===== config.mk =====
export PLATFORM = sky130hd
export DESIGN_NAME = l2todr_req_credit
export DESIGN_NICKNAME = d
export VERILOG_FILES = /design/src/rtl/l2todr_req_credit_pkg.sv /design/src/rtl/fflop.sv /design/src/rtl/l2todr_req_credit_cnt.sv /design/src/rtl/l2todr_req_credit.sv
export SDC_FILE = /design/constraint.sdc
export NUM_CORES = 1
export LEC_CHECK = 0
export BUFFER_PORTS_ARGS = -buffer_cell sky130_fd_sc_hd__buf_2
export CORE_ASPECT_RATIO = 0.7
export CORE_MARGIN = 8
export CORE_UTILIZATION = 45
export CTS_CLUSTER_SIZE = 20
export DETAILED_ROUTE_END_ITERATION = 16
export HOLD_SLACK_MARGIN = 0.03
export PLACE_DENSITY_LB_ADDON = 0.25
export SYNTH_ARGS = -nofsm -noshare
export SYNTH_HDL_FRONTEND = slang
export SYNTH_SLANG_ARGS = --single-unit

===== constraint.sdc =====
create_clock -name clk -period 3.3 [get_ports clk]
set_clock_uncertainty 0.15 [all_clocks]
set_input_delay 0.33 -clock clk [delete_from_list [all_inputs] [get_ports clk]]
set_output_delay 0.33 -clock clk [all_outputs]
set_load 0.05 [all_outputs]

===== src/rtl/l2todr_req_credit_pkg.sv =====
// Shared request/snack types and pipe-select constants for the L2-to-directory
// credit tracker.
package l2todr_req_credit_pkg;

  // Source pipe lives in nid[4:3].
  localparam int NID_PIPE_MSB = 4;
  localparam int NID_PIPE_LSB = 3;

`ifdef SC_4PIPE
  localparam int NPIPES_DEF = 4;
`else
  localparam int NPIPES_DEF = 2;
`endif

  typedef struct packed {
    logic [4:0]  nid;
    logic [5:0]  l2id;
    logic [2:0]  cmd;
    logic [38:0] paddr;
  } I_l2todr_req_type;

  typedef struct packed {
    logic [4:0]  nid;
    logic [5:0]  l2id;
    logic [2:0]  snack;
    logic [31:0] line;
  } I_drtol2_snack_type;

  // Pipe index carried by a node id.
  function automatic logic [1:0] nid_pipe(input logic [4:0] nid);
    return nid[NID_PIPE_MSB:NID_PIPE_LSB];
  endfunction

endpackage


===== src/rtl/fflop.sv =====
// One-entry registered valid/retry stage. Full throughput: while the stage is
// full and the consumer accepts, a new word loads in the same cycle.
// Handshake: a transfer happens on a channel when valid=1 and retry=0 in the
// same cycle; the producer holds payload steady while valid && retry.
module fflop #(
  parameter int WIDTH = 8
) (
  input  logic             clk,
  input  logic             reset,
  input  logic             din_valid,
  output logic             din_retry,
  input  logic [WIDTH-1:0] din,
  output logic             q_valid,
  input  logic             q_retry,
  output logic [WIDTH-1:0] q
);

  logic             r_valid;
  logic [WIDTH-1:0] r_data;
  logic             w_load_ok;

  assign w_load_ok = ~r_valid | ~q_retry;
  assign din_retry = r_valid & q_retry;
  assign q_valid   = r_valid;
  assign q         = r_data;

  // Hold the word while the consumer retries, otherwise take the next one.
  always_ff @(posedge clk) begin
    if (reset) begin
      r_valid <= 1'b0;
      r_data  <= '0;
    end else if (w_load_ok) begin
      r_valid <= din_valid;
      if (din_valid) r_data <= din;
    end
  end

endmodule


===== src/rtl/l2todr_req_credit_cnt.sv =====
// Outstanding-request counter for one source pipe.
module l2todr_credit_cnt #(
  parameter int MAX_OUT = 4
) (
  input  logic       clk,
  input  logic       reset,
  input  logic       inc,
  input  logic       dec,
  output logic [2:0] cnt,
  output logic       at_max,
  output logic       underflow
);

  logic [2:0] r_cnt;

  assign cnt       = r_cnt;
  assign at_max    = (r_cnt == 3'(MAX_OUT));
  assign underflow = dec & (r_cnt == 3'd0);

  // Simultaneous inc/dec cancel; saturate at both ends.
  always_ff @(posedge clk) begin
    if (reset) begin
      r_cnt <= 3'd0;
    end else if (inc && !dec && !at_max) begin
      r_cnt <= r_cnt + 3'd1;
    end else if (dec && !inc && r_cnt != 3'd0) begin
      r_cnt <= r_cnt - 3'd1;
    end
  end

endmodule


===== src/rtl/l2todr_req_credit.sv =====
// Per-pipe credit tracker between the L2 request arbiter and the directory.
// Requests are retried once their pipe has MAX_OUT outstanding; a credit
// returns when a response snack (l2id != 0) is handed to the arbiter.
module l2todr_req_credit
  import l2todr_req_credit_pkg::*;
#(
  parameter int MAX_OUT = 4,
  parameter int NPIPES  = NPIPES_DEF
) (
  input  logic               clk,
  input  logic               reset,
  input  logic               in_req_valid,
  output logic               in_req_retry,
  input  I_l2todr_req_type   in_req,
  output logic               l2todr_req_valid,
  input  logic               l2todr_req_retry,
  output I_l2todr_req_type   l2todr_req,
  input  logic               drtol2_snack_valid,
  output logic               drtol2_snack_retry,
  input  I_drtol2_snack_type drtol2_snack,
  output logic               out_snack_valid,
  input  logic               out_snack_retry,
  output I_drtol2_snack_type out_snack,
  output logic               credit_err
);

  localparam int RW = $bits(I_l2todr_req_type);
  localparam int SW = $bits(I_drtol2_snack_type);

  logic [1:0]      w_req_pipe;
  logic            w_req_tracked;
  logic            w_req_at_max;
  logic            w_req_ff_retry;
  logic            w_req_xfer;
  logic [1:0]      w_snk_pipe;
  logic            w_rsp_xfer;
  logic [RW-1:0]   w_req_q;
  logic [SW-1:0]   w_snk_q;
  logic [3:0]      w_inc;
  logic [3:0]      w_dec;
  logic [3:0]      w_at_max;
  logic [3:0]      w_underflow;
  logic [3:0][2:0] w_cnt;
  logic            r_credit_err;

  assign w_req_pipe    = nid_pipe(in_req.nid);
  assign w_req_tracked = (int'(w_req_pipe) < NPIPES);
  assign w_req_at_max  = w_req_tracked & w_at_max[w_req_pipe];
  assign in_req_retry  = w_req_ff_retry | (in_req_valid & w_req_at_max);
  assign w_req_xfer    = in_req_valid & ~in_req_retry;

  fflop #(.WIDTH(RW)) u_req_ff (
    .clk       (clk),
    .reset     (reset),
    .din_valid (in_req_valid & ~w_req_at_max),
    .din_retry (w_req_ff_retry),
    .din       (in_req),
    .q_valid   (l2todr_req_valid),
    .q_retry   (l2todr_req_retry),
    .q         (w_req_q)
  );
  assign l2todr_req = I_l2todr_req_type'(w_req_q);

  fflop #(.WIDTH(SW)) u_snk_ff (
    .clk       (clk),
    .reset     (reset),
    .din_valid (drtol2_snack_valid),
    .din_retry (drtol2_snack_retry),
    .din       (drtol2_snack),
    .q_valid   (out_snack_valid),
    .q_retry   (out_snack_retry),
    .q         (w_snk_q)
  );
  assign out_snack = I_drtol2_snack_type'(w_snk_q);

  // Credit returns when the arbiter actually takes the response.
  assign w_snk_pipe = nid_pipe(out_snack.nid);
  assign w_rsp_xfer = out_snack_valid & ~out_snack_retry & (out_snack.l2id != 6'd0);

  for (genvar p = 0; p < 4; p++) begin : g_pipe
    assign w_inc[p] = w_req_xfer & w_req_tracked & (w_req_pipe == 2'(p));
    assign w_dec[p] = w_rsp_xfer & (w_snk_pipe == 2'(p));
    if (p < NPIPES) begin : g_trk
      l2todr_credit_cnt #(.MAX_OUT(MAX_OUT)) u_cnt (
        .clk       (clk),
        .reset     (reset),
        .inc       (w_inc[p]),
        .dec       (w_dec[p]),
        .cnt       (w_cnt[p]),
        .at_max    (w_at_max[p]),
        .underflow (w_underflow[p])
      );
    end else begin : g_untrk
      // Pipes beyond NPIPES are never counted or retried.
      assign w_cnt[p]       = 3'd0;
      assign w_at_max[p]    = 1'b0;
      assign w_underflow[p] = 1'b0;
    end
  end

  // Sticky flag: a response came back for a pipe with nothing outstanding.
  always_ff @(posedge clk) begin
    if (reset) begin
      r_credit_err <= 1'b0;
    end else if (|w_underflow) begin
      r_credit_err <= 1'b1;
    end
  end
  assign credit_err = r_credit_err;

endmodule


* Word level (Yosys, flattened, before mapping)
Cells that the tools add are included.
** Storage, ports and cells
- Bits in registers :: 108
- Latch bits :: 0
- Bits in writable memories :: 0
- ROM bits :: 0
- Bits of input ports :: 105
- Output and inout port bits :: 104
- Logic and storage cells :: 73
- Memories :: 0
** Operators by class
- $add $sub $neg :: 4
- Multipliers :: 0
- Divide/modulo/power cells :: 0
- $lt $le $gt $ge :: 2
- Equal/unequal tests :: 4
- Shifts and indexed selects :: 0
- Mux-type cells :: 6
- Bitwise logic cells :: 24
- Reduce and logical (&&, ||, !) cells :: 26
** Operators with widths (number)
- $and 1x1->1 :: 15
- $mux 3 :: 4
- $logic_and 1x1->1 :: 8
- $add 3x1->3 const B :: 2
- $eq 3x3->1 const B :: 2
- $logic_not 1->1 :: 6
- $logic_not 3->1 :: 2
- $not 1->1 :: 6
- $reduce_bool 3->1 :: 2
- $reduce_bool 6->1 :: 1
- $sub 3x1->3 const B :: 2
- $eq 2x1->1 const B :: 2
- $logic_not 2->1 :: 2
- $reduce_and 2->1 :: 2
- $reduce_bool 2->1 :: 2
- $lt 2x3->1 const B :: 1
- $or 1x1->1 :: 3
- $bmux 1 s2 :: 1
- $lt 2x2->1 const B :: 1
- $reduce_or 2->1 :: 1
- $mux 1 :: 1

* Depth between registers and ports, before layout
Gate-level depths: netlist (run 1).
- Depth after elaboration :: 15
- Gate-level depth with buffers :: 8
- Depth with buffers taken out :: 8

* Hierarchy
From an unflattened synthesis (run 1), not the netlist that was laid out.
** Second synthesis, totals
- Cells, all modules :: 500
- Area total of the unflattened synthesis :: 5202.5 um^2
** By module, submodules not included
- fflop (u_req_ff) :: instances 1, cells an instance 234, area an instance 2476.1 um^2, seq. area each 1081.0 um^2
- fflop (u_snk_ff) :: instances 1, cells an instance 204, area an instance 2145.8 um^2, seq. area each 940.9 um^2
- l2todr_credit_cnt :: instances 2, cells an instance 23, area an instance 222.7 um^2, seq. area each 60.1 um^2
- l2todr_req_credit :: instances 1, cells an instance 16, area an instance 135.1 um^2, seq. area each 20.0 um^2

* Least setup slack after synthesis (run 1)
No wires, ideal clock.
- Kind :: reg2reg
- Start :: reg u_snk_ff.r_data[35] (netlist: u_snk_ff.q[35])
- End :: reg g_pipe[1].g_trk.u_cnt.r_cnt[2]
- Data arrival time :: 2282 ps
- Path slack :: 734 ps
- Cell stages (with the launch flop) :: 7
- Period minus slack after synthesis :: 2566 ps
- Path through :: dfxtp_1 -> nor4_4 -> a21o_1 -> nand4_2 -> fa_1 -> and4b_1 -> or4_1
** Between the ends
- Cells in the longest elaborated chain, start to end :: 7
- Elaborated cells on any way between the ends :: 10
- Classes of those cells :: mux: 1; bitwise: 2; reduce/logical: 7
** Ends and longest elaborated chain
- start: declaration :: RTL line fflop.sv:19 : logic [WIDTH-1:0] r_data;
- start signal: assignment :: RTL line fflop.sv:34 : if (din_valid) r_data <= din;
- $reduce_bool 6->1 * :: RTL line l2todr_req_credit.sv:78 : assign w_rsp_xfer = out_snack_valid & ~out_snack_retry & (out_snack.l2id != 6'd0);
- $and 1x1->1 * :: RTL line l2todr_req_credit.sv:78
- $and 1x1->1 * :: RTL line l2todr_req_credit.sv:82 : assign w_dec[p] = w_rsp_xfer & (w_snk_pipe == 2'(p));
- $logic_not 1->1 :: RTL line l2todr_req_credit_cnt.sv:24 : end else if (inc && !dec && !at_max) begin
- $logic_and 1x1->1 (2 in series) :: RTL line l2todr_req_credit_cnt.sv:24
- $mux 3 / $reduce_bool 2->1 (equally long branches)
- end signal: assignment :: RTL line l2todr_req_credit_cnt.sv:25 : r_cnt <= r_cnt + 3'd1;
- end signal: assignment :: RTL line l2todr_req_credit_cnt.sv:27 : r_cnt <= r_cnt - 3'd1;
- end: declaration :: RTL line l2todr_req_credit_cnt.sv:14 : logic [2:0] r_cnt;
Mark *: on every way between the ends. The rest lies on a longest branch, timed or not.
A chain may end at the register's enable or synchronous reset.

* Worst setup path after layout (run 1)
Ends and elaborated chain as after synthesis.

==> results of run 1 <==
==> synthesized netlist by cell type, types with 2 or more instances <==
cell type  number  area share [%]
nor3b_1         3            0.56
nor2_1          6            0.56
buf_1           3            0.28
or4b_1          2            0.50
nor4b_1         2            0.44
fa_1            2             1.0
clkbuf_1       18             1.7
nand2_1       205              19
buf_2          11             1.4
nor3_1          3            0.37
nand3_1         2            0.25
nand2b_1        2            0.31
dfxtp_1       108              54
nor4_4          2             1.1
a21oi_1       104              13
o21ai_0         5            0.62
inv_1           2            0.19
a21o_1          2            0.37
==> critical path, stage by stage (launching register included) <==
cell     delay (ns)
dfxtp_1        0.34
nor4_4         0.33
a21o_1         0.21
nand4_2        0.21
fa_1           0.48
and4b_1        0.22
or4_1          0.45
==> power by group through the flow <==
stage	Combinational (mW)	Sequential, mW	Clock, mW
floorplan	0.181	1.71	0
global placement	0.614	1.45	0
detailed placement	0.626	1.45	0
CTS	0.627	1.43	1.01
global route	0.668	1.44	1.06
finish	0.622	1.43	0.985
==> sequential cells by signal (all words and copies together) (netlist names) <==
register and flops:
u_req_ff.q 53, u_req_ff.q_valid 1, credit_err 1, g_pipe.g_trk.u_cnt.cnt 6, u_snk_ff.q 46, u_snk_ff.q_valid 1
==> kinds of logic (layout without fill, tap and decap cells) <==
group                      Yosys count  in the layout  share of synthesized area [%]
and+or+nand+nor                    236            236                           25.1
AOI/OAI and AO/OA                  120            120                           16.1
DFF                                108            108                           53.9
buffers and inverters               35            232                           3.62
adders and majority gates            2              2                          0.998
muxes                                1              1                          0.250
==> per-stage QoR <==
| stage | util [%] | hold slack (ns) | setup WS, ns |
|---|---|---|---|
| 2_1_floorplan | - | 0.301 | 0.734 |
| 3_3_place_gp | 60.0 | 0.288 | 0.861 |
| 3_5_place_dp | 60.0 | 0.293 | 0.795 |
| 4_1_cts | 63.2 | 0.0631 | 0.797 |
| 5_1_grt | 63.2 | 0.0669 | 0.692 |
| 6_report | 63.2 | 0.0746 | 0.794 |
==> layout make-up <==
type,count,area (sq um),share of cell area (%)
Sequential cell,108,2160,40.0
Multi-Input combinational cell,359,1710,31.7
Timing Repair Buffer,213,1090,20.2
Clock buffer,12,246,4.56
Tap cell,120,150,2.78
Clock inverter,4,25.0,0.463
Inverter,3,11.3,0.208
==> routing by layer <==
layer	wire length, um	part of all wire, %	GRT usage [%]
met1	4670	40	20.3
met2	5690	49	32.5
met3	1120	9.5	7.71
met4	212	1.8	6.04
met5	0	0	0
==> worst max path at each step <==
stage                   start                      endpoint  slack (ns)
2_1_floorplan  u_snk_ff.q[35]  g_pipe[1].g_trk.u_cnt.cnt[2]        0.73
6_report       u_snk_ff.q[35]  g_pipe[1].g_trk.u_cnt.cnt[2]        0.79
5_1_grt        u_snk_ff.q[35]  g_pipe[1].g_trk.u_cnt.cnt[2]        0.69
3_3_place_gp       in_req[52]  g_pipe[1].g_trk.u_cnt.cnt[2]        0.86
4_1_cts        u_snk_ff.q[35]  g_pipe[1].g_trk.u_cnt.cnt[2]        0.80
3_5_place_dp       in_req[52]  g_pipe[1].g_trk.u_cnt.cnt[2]        0.80
==> results.json, run 1 <==
{
  "final_cell_mix": "buf_2, nand2_1, dfxtp_1",
  "async_flop_share_pct": 0,
  "layout_commonest_cell": "buf_2",
  "start_kind": "flip-flop",
  "final.period_utilization_pct": 76.0,
  "holdPathStages": 3,
  "hold_violations": 0,
  "ys_seq_area_share_pct": 53.9,
  "num-fill-cells": 787,
  "powerDensity_mw_per_mm2": 562,
  "routed_wl_um": 11700,
  "drive_gt1_share_pct": 33.3,
  "fp.dieArea_sq_mm": 0.0122,
  "grt-ovfl-total": 0,
  "numClockSinks": 108,
  "ant_nets": 0,
  "gp_congestion": 0.737,
  "wl_per_cell_um": 14.3,
  "p_total_mw": 3.03,
  "clock_path_buffers": 2,
  "place_inst": 803,
  "required_ns": 3.37,
  "r2r_end": "g_pipe[1].g_trk.u_cnt.cnt[2]",
  "ctsHtreeMaxLevel": 3,
  "rsz0062_at_grt": "false",
  "hpwl_um": 8710,
  "clk_pin_slew_ns": 0.07,
  "clockRootBuffer": "clkbuf_16",
  "numCtsBuffers": 9,
  "postSynthAreaPerCell_sq_um": 7.99,
  "num_vias": 3992,
  "p_leak_nw": 2.56,
  "peakVddDrop_v": 0.000342,
  "drt-initial-drc-count": 189,
  "p_comb_share_pct": 20.5,
  "ys.flop_type": "dfxtp_1",
  "ff2ff_setup_slack_ns": 0.79,
  "placed_cell_area_sq_mm": 0.00513,
  "setup_viol": 0,
  "endpoint_kind": "flip-flop",
  "synth-warning-count": 0,
  "worstReg2RegStart": "u_snk_ff.q[35]",
  "p_sw_share_pct": 31.5,
  "pwr-share-seq_pct": 47.0,
  "ys_types": 38,
  "period_needed_ns": 2.51,
  "synth_seq_cells": 108,
  "worstPathArrival_ns": 2.58,
  "drv_slew": 0,
  "p_int_mw": 2.08,
  "synth-edff-count": 0,
  "antenna-diode-count": 0,
  "clock.fmax_mhz": 399,
  "cts_tree": "built",
  "hold_end": "u_req_ff.q[2]",
  "antenna_found_initial": 0,
  "grt_pass1_vias": 3904,
  "crit_type": "flip-flop to flip-flop",
  "grt_max_degree": 80,
  "core_sq_mm": 0.00855,
  "mappedNetlistNets": 609,
  "hold_path.class": "input pin to flip-flop",
  "fin_nets": 801,
  "relSlewSlack_pct": 46.2,
  "syn_to_final_growth_pct": 34.7,
  "start_util_pct": 46.9,
  "power.switching_uw": 954,
  "final_cell_area_sq_mm": 0.00540,
  "r2r.worst_path.cells": 6,
  "viasPerCell": 4.87,
  "min_from": "in_req[2]",
  "fp.dieH_um": 95.0,
  "cp_max_fo": 7,
  "syn_inst": 502,
  "tightest_slew_ns": 0.806,
  "rows": 28,
  "postCtsSetupBuffers": 0,
  "cap_violations": 0,
  "cts_hold_buffers": 0,
  "fin_tns_setup_ns": 0,
  "grt_pass1_wl_um": 18500,
  "grt_usage_pct": 18.6,
  "syn-cell-area_sq_mm": 0.00401,
  "drtPass1Iterations": 4,
  "die_x_um": 129,
  "status": "finished clean",
  "pwr-share-clk_pct": 32.5,
  "io_pins": 209,
  "insertion_delay_ns": 0.34,
  "drc_errors": 0,
  "post_layout_nonfiller_instances": 819,
  "cts.repair.resized": 0,
  "numPortBuffers": 208
}
No activity file was read; power rests on OpenSTA's default activity.
==> inputs of run 2 (changes only) <==
clock period = 2.42 ns   (was 3.3 ns; I/O delays follow)
==> run 2 against run 1 <==
Worst setup slack got worse by 0.72 ns. Largest cell class unchanged. Via count increased by 14%. First-iteration DRC count rose by 6.3%. Global-route usage increased by 3.7 points. Cell area grew 19%. Worst hold slack got worse by 0.019 ns. Non-clock buffer count is 101 higher. Register-to-register slack worse by 0.72 ns. Combinational power increased by 60%. Sequential cell count is the same.
==> results.json, run 2 (synthesis results as in run 1) <==
{
  "ant_nets": 0,
  "clk_pin_slew_ns": 0.07,
  "die_x_um": 129,
  "power.switching_mw": 1.33,
  "cp_max_fo": 4,
  "p_sw_share_pct": 30.9,
  "grt_max_degree": 63,
  "num_vias": 4538,
  "numClockSinks": 108,
  "p_leak_nw": 3.00,
  "gp_congestion": 0.775,
  "syn_to_final_growth_pct": 60.8,
  "final_cell_mix": "buf_2, nand2_1, a21oi_1",
  "post_layout_nonfiller_instances": 920,
  "grt_pass1_wl_um": 22100,
  "hold_path.class": "input pin to flip-flop",
  "pwr-share-clk_pct": 31.7,
  "insertion_delay_ns": 0.34,
  "fp.dieH_um": 95.0,
  "rsz0062_at_grt": "true",
  "ctsHtreeMaxLevel": 3,
  "period_needed_ns": 2.34,
  "status": "finished clean",
  "largest_reg_flops": 53,
  "final.period_utilization_pct": 96.8,
  "wl_per_cell_um": 15.0,
  "endpoint_kind": "flip-flop",
  "p_total_mw": 4.31,
  "hpwl_um": 8620,
  "grt_usage_pct": 22.2,
  "relSlewSlack_pct": 58.1,
  "grt_pass1_vias": 4583,
  "fp.dieArea_sq_mm": 0.0122,
  "crit_start": "u_snk_ff.q[37]",
  "numPortBuffers": 208,
  "worstReg2RegStart": "u_snk_ff.q[37]",
  "crit_type": "flip-flop to flip-flop",
  "numCtsBuffers": 9,
  "drive_gt1_share_pct": 30.8,
  "p_int_mw": 2.98,
  "layout_commonest_cell": "buf_2",
  "worstPathArrival_ns": 2.40,
  "grt-ovfl-total": 0,
  "start_kind": "flip-flop",
  "clock.fmax_mhz": 427,
  "core_sq_mm": 0.00855,
  "min_from": "in_req[52]",
  "tightest_slew_ns": 0.628,
  "io_pins": 209,
  "cap_violations": 0,
  "routed_wl_um": 13800,
  "antenna-diode-count": 0,
  "drv_slew": 0,
  "antenna_found_initial": 0,
  "pwr-share-seq_pct": 45.2,
  "start_util_pct": 46.9,
  "powerDensity_mw_per_mm2": 669,
  "fin_nets": 902,
  "setup_viol": 0,
  "rows": 28,
  "peakVddDrop_v": 0.000536,
  "hold_violations": 0,
  "cts_tree": "built",
  "drt-initial-drc-count": 201,
  "place_inst": 804,
  "clock_path_buffers": 2,
  "clockRootBuffer": "clkbuf_16",
  "p_comb_share_pct": 23.1,
  "drtPass1Iterations": 5,
  "drc_errors": 0,
  "required_ns": 2.48,
  "viasPerCell": 4.93
}
run 2: power by group through the flow:
stage | Combinational, mW | Clock [mW] | Sequential (mW)
final | 0.997 | 1.37 | 1.95
after floorplan | 0.246 | 0 | 2.33
after detailed placement | 0.856 | 0 | 1.99
after global placement | 0.841 | 0 | 1.98
after global routing | 1.06 | 1.47 | 1.96
after CTS | 0.980 | 1.40 | 1.95
run 2: path summary, 6_finish.rpt:
| check | to | slack [ns] | cells past startpoint |
|---|---|---|---|
| hold / removal | u_req_ff.q[52] | 0.06 | 3 |
| setup / recovery | g_pipe[1].g_trk.u_cnt.cnt[2] | 0.08 | 6 |
| setup reg to reg | g_pipe[1].g_trk.u_cnt.cnt[2] | 0.08 | 6 |
| hold reg to reg | u_req_ff.q[49] | 0.30 | 2 |
run 2: what timing repair did:
item	CTS	global route
hold buffers	98	0
buffers inserted	0	2
setup endpoints to repair	0	3
hold endpoints to repair	98	0
resized for setup	0	4
run 2: layer usage:
metal  GRT usage [%]  vias up  wire, um
met3            8.33       31      1160
met1            24.1     2095      5320
li1                -     2236         -
met5               0        -         0
met2            38.7      176      6900
met4            9.64        0       388
run 2: critical path: stages (launching register included):
cell and delay (ns):
dfxtp_4 0.36, nor4_4 0.35, a21o_1 0.19, nand4_2 0.13
fa_2 0.40, nor4b_1 0.15, or4_1 0.48
run 2: layout make-up:
class                   instances  area [sq um]
repair buffers                314          2110
clock inverters                 3          21.3
multi-input cells             359          1730
flip-flops and latches        108          2170
fillers                       629          2100
clock buffers                  13           260
inverters                       3          11.3
well taps                     120           150
run 2: stage by stage:
step	hold WS [ns]	setup slack [ns]	util, %	setup TNS, ns	instance area [sq um]
final	0.0551	0.0781	75.5	0	6450
after global routing	0.0519	-0.0313	75.5	-0.0360	6450
after CTS	0.0421	0.0505	75.1	0	6420
after detailed placement	0.293	0.0508	60.4	0	5160
after floorplan	0.213	0.0300	-	0	4020
after global placement	0.288	0.157	60.4	0	5160
==> inputs of run 3 (changes only) <==
REMOVE_ABC_BUFFERS = 1   (was not set)
==> run 3 against run 2 <==
Die area unchanged. Routed wire length rose by 1.4%. Non-clock buffer count rose by 3. Utilization is 0.48 points higher. Register-to-register slack hardly changed. Clock power is 9% higher. Critical path depth did not move. Sequential power hardly changed. Via count is 0.48% higher.
==> results.json, run 3 (synthesis results as in run 1) <==
{
  "peakVddDrop_v": 0.000538,
  "cpMaxStageDelayCell": "or4_1",
  "clk_pin_slew_ns": 0.07,
  "drive_gt1_share_pct": 30.8,
  "num-fill-cells": 635,
  "cap_violations": 0,
  "endpoint_kind": "flip-flop",
  "antenna-diode-count": 0,
  "clockRootBuffer": "clkbuf_16",
  "postLayoutCoreUtil_pct": 76.0,
  "numCtsBuffers": 9,
  "final_cell_mix": "buf_2, nand2_1, dfxtp_1",
  "final.period_utilization_pct": 97.2,
  "period_needed_ns": 2.35,
  "pre_cts_ws_ns": 0.0530,
  "ant_nets": 0,
  "fin_nets": 905,
  "clock_path_buffers": 2,
  "hold_path.class": "input pin to flip-flop",
  "insertion_delay_ns": 0.34,
  "ctsHtreeMaxLevel": 3,
  "powerDensity_mw_per_mm2": 683,
  "rows": 28,
  "final_cell_area_sq_mm": 0.00649,
  "drtPass1Iterations": 5,
  "fin_tns_setup_ns": 0,
  "p_sw_share_pct": 31.0,
  "grt-ovfl-total": 0,
  "cp_max_fo": 4,
  "placed_cell_area_sq_mm": 0.00515,
  "fp.dieArea_sq_mm": 0.0122,
  "multiInputGateArea_sq_mm": 0.00174,
  "hpwl_um": 8970,
  "p_total_mw": 4.43,
  "gp_congestion": 0.747,
  "clock.fmax_mhz": 425,
  "pwr-share-seq_pct": 43.9,
  "required_ns": 2.49,
  "status": "finished clean",
  "max_stage_delay_ns": 0.45,
  "cts_tree": "built",
  "grt_pass1_vias": 4707,
  "num_vias": 4560,
  "relSlewSlack_pct": 64.0,
  "setup_slack_ns": 0.0672,
  "numPortBuffers": 208,
  "start_util_pct": 46.9,
  "grt_max_degree": 54,
  "layout_commonest_cell": "buf_2",
  "core_sq_mm": 0.00855,
  "p_int_mw": 3.06,
  "drt-initial-drc-count": 289,
  "hold_violations": 0,
  "largest_reg_flops": 53,
  "start_kind": "flip-flop",
  "wl_per_cell_um": 15.1,
  "setup_viol": 0,
  "grt_usage_pct": 22.5,
  "grt_pass1_wl_um": 22300,
  "worstPathArrival_ns": 2.42,
  "pwr-share-clk_pct": 33.6,
  "routed_wl_um": 13900,
  "fp.dieH_um": 95.0,
  "tightest_slew_ns": 0.541,
  "numClockSinks": 108,
  "p_leak_nw": 3.02,
  "crit_type": "flip-flop to flip-flop",
  "drv_slew": 0,
  "io_pins": 209,
  "die_x_um": 129,
  "regArea_sq_mm": 0.00216,
  "cp_cell_sequence": "nor4_4 > a21o_1 > nand4_4 > fa_2 > and4b_1 > or4_1",
  "antenna_found_initial": 0,
  "rsz0062_at_grt": "true",
  "syn_to_final_growth_pct": 61.9,
  "power.switching_mw": 1.37,
  "viasPerCell": 4.94,
  "drc_errors": 0,
  "ff2ff_setup_slack_ns": 0.07,
  "p_comb_share_pct": 22.6
}
run 3: changes by cell type in the layout (fill, tap and decap cells not counted), moves of 2 or more:
cell	change
buf_4	+4
clkbuf_1	-2
clkinv_4	+2
dfxtp_1	+4
dfxtp_2	-3
run 3: metal layers:
metal  up-vias  share of wire [%]  wire length, um  GRT usage [%]
met5         -                  0                0              0
met4         0                3.7              522           12.3
met3        46                7.2             1010           7.60
met2       173                 53             7330           40.5
met1      2100                 36             5080           23.0
li1       2241                  -                -              -
run 3: final cells by class:
type / instances / share of cell area, %
Inverter: 3 / 0.173
Tap cell: 120 / 2.31
Timing Repair Buffer: 317 / 32.6
Sequential cell: 108 / 33.3
Clock buffer: 10 / 3.68
Multi-Input combinational cell: 359 / 26.7
Clock inverter: 6 / 1.12
run 3: repair_timing:
action                                  in CTS  in global routing
hold buffers                                98                  0
buffers inserted                             0                  3
endpoints found under the setup margin       0                  3
hold endpoints to repair                    98                  0
gates resized for setup                      0                  8
run 3: final timing paths:
| check | start | endpoint | depth (start not counted) |
|---|---|---|---|
| setup reg to reg | u_snk_ff.q[38] | g_pipe[1].g_trk.u_cnt.cnt[2] | 6 |
| setup / recovery | u_snk_ff.q[38] | g_pipe[1].g_trk.u_cnt.cnt[2] | 6 |
| hold / removal | in_req[52] | u_req_ff.q[52] | 3 |
| hold reg to reg | u_req_ff.q[52] | u_req_ff.q[52] | 2 |
run 3: critical path, delay by kind of cell, from the launching register on:
kind                       cells  cell delay (ns)
adders and majority gates      1             0.40
AOI/OAI and AO/OA              1             0.23
and+or+nand+nor                4             1.10
DFF                            1             0.34
run 3: through the flow:
step	hold WS (ns)	std cells
detailed placement	0.293	806
floorplan	0.161	470
finish	0.0468	923
CTS	0.0334	920
global placement	0.288	806
global route	0.0698	923
run 3: power groups by stage:
stage	clock, mW	combinational [mW]	sequential (mW)
after floorplan	0	0.209	2.33
after global placement	0	0.844	1.98
after detailed placement	0	0.857	1.98
after CTS	1.53	0.983	1.94
after global routing	1.60	1.06	1.96
final	1.49	1.00	1.95
